===== src/rtl/prescaled_updown_counter.sv =====
// Up/down counter advanced by an internal prescaler clock enable. Everything runs in one clock domain.
// The counter supports synchronous load (clamped to MAX), wrap or saturate at its limits, and a terminal-count pulse.
module prescaled_updown_counter #(
    parameter int WIDTH = 4,
    parameter int N     = 20,
    parameter int MAX   = 15
) (
    input  logic             clk,
    input  logic             rst,
    input  logic             en,
    input  logic             dir,
    input  logic             sat,
    input  logic             load,
    input  logic [WIDTH-1:0] load_val,
    output logic [WIDTH-1:0] data,
    output logic             tick,
    output logic             tc
);

    localparam logic [WIDTH-1:0] MAX_V = WIDTH'(MAX);

    logic [N-1:0]     prescaler;
    logic             step;
    logic [WIDTH-1:0] load_clamped;
    logic [WIDTH-1:0] next_data;
    logic             next_tc;

    // The prescaler is all ones exactly when it is about to roll over.
    assign step         = en && (&prescaler);
    assign load_clamped = (load_val > MAX_V) ? MAX_V : load_val;

    // NOTE: every always_comb output gets a default first so no latch is inferred.
    always_comb begin
        next_data = data;
        next_tc   = 1'b0;
        if (load) begin
            next_data = load_clamped;
        end else if (step) begin
            if (dir) begin
                if (data < MAX_V) begin
                    next_data = data + WIDTH'(1);
                end else begin
                    next_data = sat ? MAX_V : '0;
                    next_tc   = 1'b1;
                end
            end else begin
                if (data != '0) begin
                    next_data = data - WIDTH'(1);
                end else begin
                    next_data = sat ? '0 : MAX_V;
                    next_tc   = 1'b1;
                end
            end
        end
    end

    // NOTE: sequential state uses non-blocking assignments only.
    always_ff @(posedge clk) begin
        if (rst) begin
            prescaler <= '0;
            data      <= '0;
            tick      <= 1'b0;
            tc        <= 1'b0;
        end else begin
            if (en) begin
                prescaler <= prescaler + N'(1);
            end
            tick <= step;
            data <= next_data;
            tc   <= next_tc;
        end
    end

endmodule


===== config.mk =====
export PLATFORM = sky130hd
export DESIGN_NAME = prescaled_updown_counter
export DESIGN_NICKNAME = d
export VERILOG_FILES = /design/src/rtl/prescaled_updown_counter.sv
export SDC_FILE = /design/constraint.sdc
export NUM_CORES = 1
export LEC_CHECK = 0
export CAP_MARGIN = 20
export CELL_PAD_IN_SITES_DETAIL_PLACEMENT = 0
export CELL_PAD_IN_SITES_GLOBAL_PLACEMENT = 1
export CORE_UTILIZATION = 35
export CTS_CLUSTER_SIZE = 10
export DETAILED_ROUTE_END_ITERATION = 16
export PLACE_DENSITY_LB_ADDON = 0.1
export REMOVE_ABC_BUFFERS = 1
export SYNTH_ARGS = -nofsm -noshare
export SYNTH_HDL_FRONTEND = slang
export SYNTH_SLANG_ARGS = --single-unit
export TNS_END_PERCENT = 5

===== constraint.sdc =====
create_clock -name clk -period 1.7 [get_ports clk]
set_input_delay 0.34 -clock clk [delete_from_list [all_inputs] [get_ports clk]]
set_output_delay 0.34 -clock clk [all_outputs]
set_load 0.1 [all_outputs]

==> flow_summary.toml <==
[yosys]
synth_top_area_cell = "dfxtp_1"
ys_ff_latch = 26
ys_warn_count = 0
yosysMostFrequentCell = "nor2_1"
ys_seq_area_share_pct = 36.6
synth_common_cells = "28 x nor2_1, 26 x dfxtp_1, 18 x nand2_1"
async_flop_share_pct = 0
synth_area_leaders = "dfxtp_1 37%, xor2_1 9.2%, nor2_1 7.4%"
syn_area_mm2 = 0.00142
synth_area_per_cell_um2 = 8.47
synth_top_area_share_pct = 36.6
synthFlopType = "dfxtp_1"
synth_edf_count = 0
synth_cell_type_count = 37
syn_inst = 168

[pwr]
clkPwrFrac_pct = 31.1
vdd_drop_max_uv = 430
p_int_mw = 0.930
p_comb_share_pct = 18.6
power.leakage_nw = 0.754
switching_share_pct = 26.0
p_total_mw = 1.26
seqPwrFrac_pct = 50.3
switchingPower_mw = 0.326
powerDensity_mw_per_mm2 = 668

[global_routing]
grt_use_total_pct = 16.7
overflow = 0
antenna_found_initial = 0
grt_pass1_wl_um = 5590
grt_pass1_vias = 1292
grt_max_degree = 23

[floorplanning]
die-area_mm2 = 0.00432
row_count = 22
initial_core_util_pct = 37.7
core-area_mm2 = 0.00377
pin_count = 16
die_h_um = 65.8
die_w_um = 65.8

[placement]
post_dp_cell_area_mm2 = 0.00182
hpwlAfterDp_um = 2560
io_buffers = 15
place_ws_ns = -0.399
routabilityCongestion = 0.730

[finish]
layout.nets = 214
regArea_um2 = 520
area_growth_pct = 32.2
final_util_pct = 49.9
multi_input_area_um2 = 845
drive_gt1_share_pct = 22.0
insertedDiodeCount = 0
fill_cells = 363
design_area_mm2 = 0.00188

[timing]
fin_crit_ns = 1.61
skew_ns = 0.00161
post-route-period-util_pct = 94.6
holdWs_ns = 0.518
fin_ws_ns = 0.0912
relSlewSlack_pct = 80.1
slew_violations = 0
hold_viol = 0
setup_viol = 0
fmax_mhz = 622
worst_pin_slew_ns = 0.294
rsz0062_at_grt = "false"

[cts]
cts.sinks = 26
cts_buffer_depth = 2
hold_buffers = 0
h-tree-depth = 1
path_clk_slew_ns = 0.08
cts_tree = "yes"
clk_latency_ns = 0.27
cts_buffers = 3
clock-root-buffer = "clkbuf_8"

[route]
finalWirelength_um = 3230
met1Wirelength_um = 1360
num_vias = 1300
firstDrtPassIters = 5
via_per_inst = 5.24
top_layer = "met4"
wl_per_cell_um = 13.0
drc = 0
ant_nets = 0
route.met3.wl_um = 133
drt-initial-drc-count = 44
dr_wl_met2_um = 1660

[status]
status = "complete, no violations"

[critical_path]
critPathKind = "register to register"
startpoint_type = "register"
worstPathMaxFanout = 7
end_kind = "register"
cp.required_ns = 1.89
critPathArrivalTime_ns = 1.80

[hold_path]
hold_class = "register to register"

[job]
drv_cap = 0
## what timing repair did
item | CTS | global route
setup endpoints to repair | 4 | 2
gates resized for setup | 3 | 2
pin swaps | 1 | 1
buffers inserted | 0 | 0
## worst max-delay path, stage by stage, from the launching register on
cell      delay, ns
dfxtp_1        0.32
ha_1           0.23
nand2_2        0.10
nor4_4         0.05
and4_4         0.20
or4_2          0.55
o221ai_2       0.08
## cell usage in the layout, fill, tap and decap left out, types with 5 or more instances in the layout
cell type        synthesis  final
nand3_1                  9      9
buf_4                    2     23
nand4_1                  9      9
inv_1                    5      5
nor2_1                  28     28
xor2_1                  15     15
nand2_1                 18     17
clkdlybuf4s50_1          0      8
dfxtp_1                 26     26
buf_12                   0      6
## flip-flops by register name (all words and copies together), names as in the netlist
register	count
tc	1
tick	1
data	4
prescaler	20
## per-stage QoR
stage,setup TNS [ns],std cells
floorplan,-1.80,158
global placement,-3.33,244
detailed placement,-4.63,244
CTS,0,248
global route,0,248
finish,0,248
## power by group through the flow
stage | clock network [mW] | logic [mW] | registers [mW]
floorplan | 0 | 0.0658 | 0.691
global placement | 0 | 0.228 | 0.645
detailed placement | 0 | 0.233 | 0.646
CTS | 0.411 | 0.232 | 0.632
global route | 0.430 | 0.252 | 0.634
finish | 0.390 | 0.234 | 0.632
## per-layer routing
metal / GRT usage, % / vias up
met5: 0 / -
met1: 18.8 / 595
met3: 2.43 / 11
met4: 7.34 / 0
li1: - / 656
met2: 30.5 / 38
## cells by family after synthesis
logic type	after synthesis	share of synthesized area, %
AO/OA/AOI/OAI	18	9.85
buffers and inverters	15	4.75
AND/OR/NAND/NOR	85	33.1
adder cells (fa/ha/maj)	3	2.64
XOR/XNOR	19	11.7
flip-flops	26	36.6
multiplexers	2	1.41
## final cells by class
class                           count  share of cell area (%)
Timing Repair Buffer               38                    20.3
Sequential cell                    26                    27.7
Inverter                            5                   0.998
Clock buffer                        4                    2.93
Multi-Input combinational cell    127                    44.9
Tap cell                           48                    3.19
## worst paths after layout
check	from	endpoint	slack, ns	cells after the start
max reg2reg	prescaler[0]	data[0]	0.09	6
min	prescaler[15]	prescaler[15]	0.52	2
min reg2reg	prescaler[15]	prescaler[15]	0.52	2
max	prescaler[0]	data[0]	0.09	6
(Power assumes the default switching activity.)
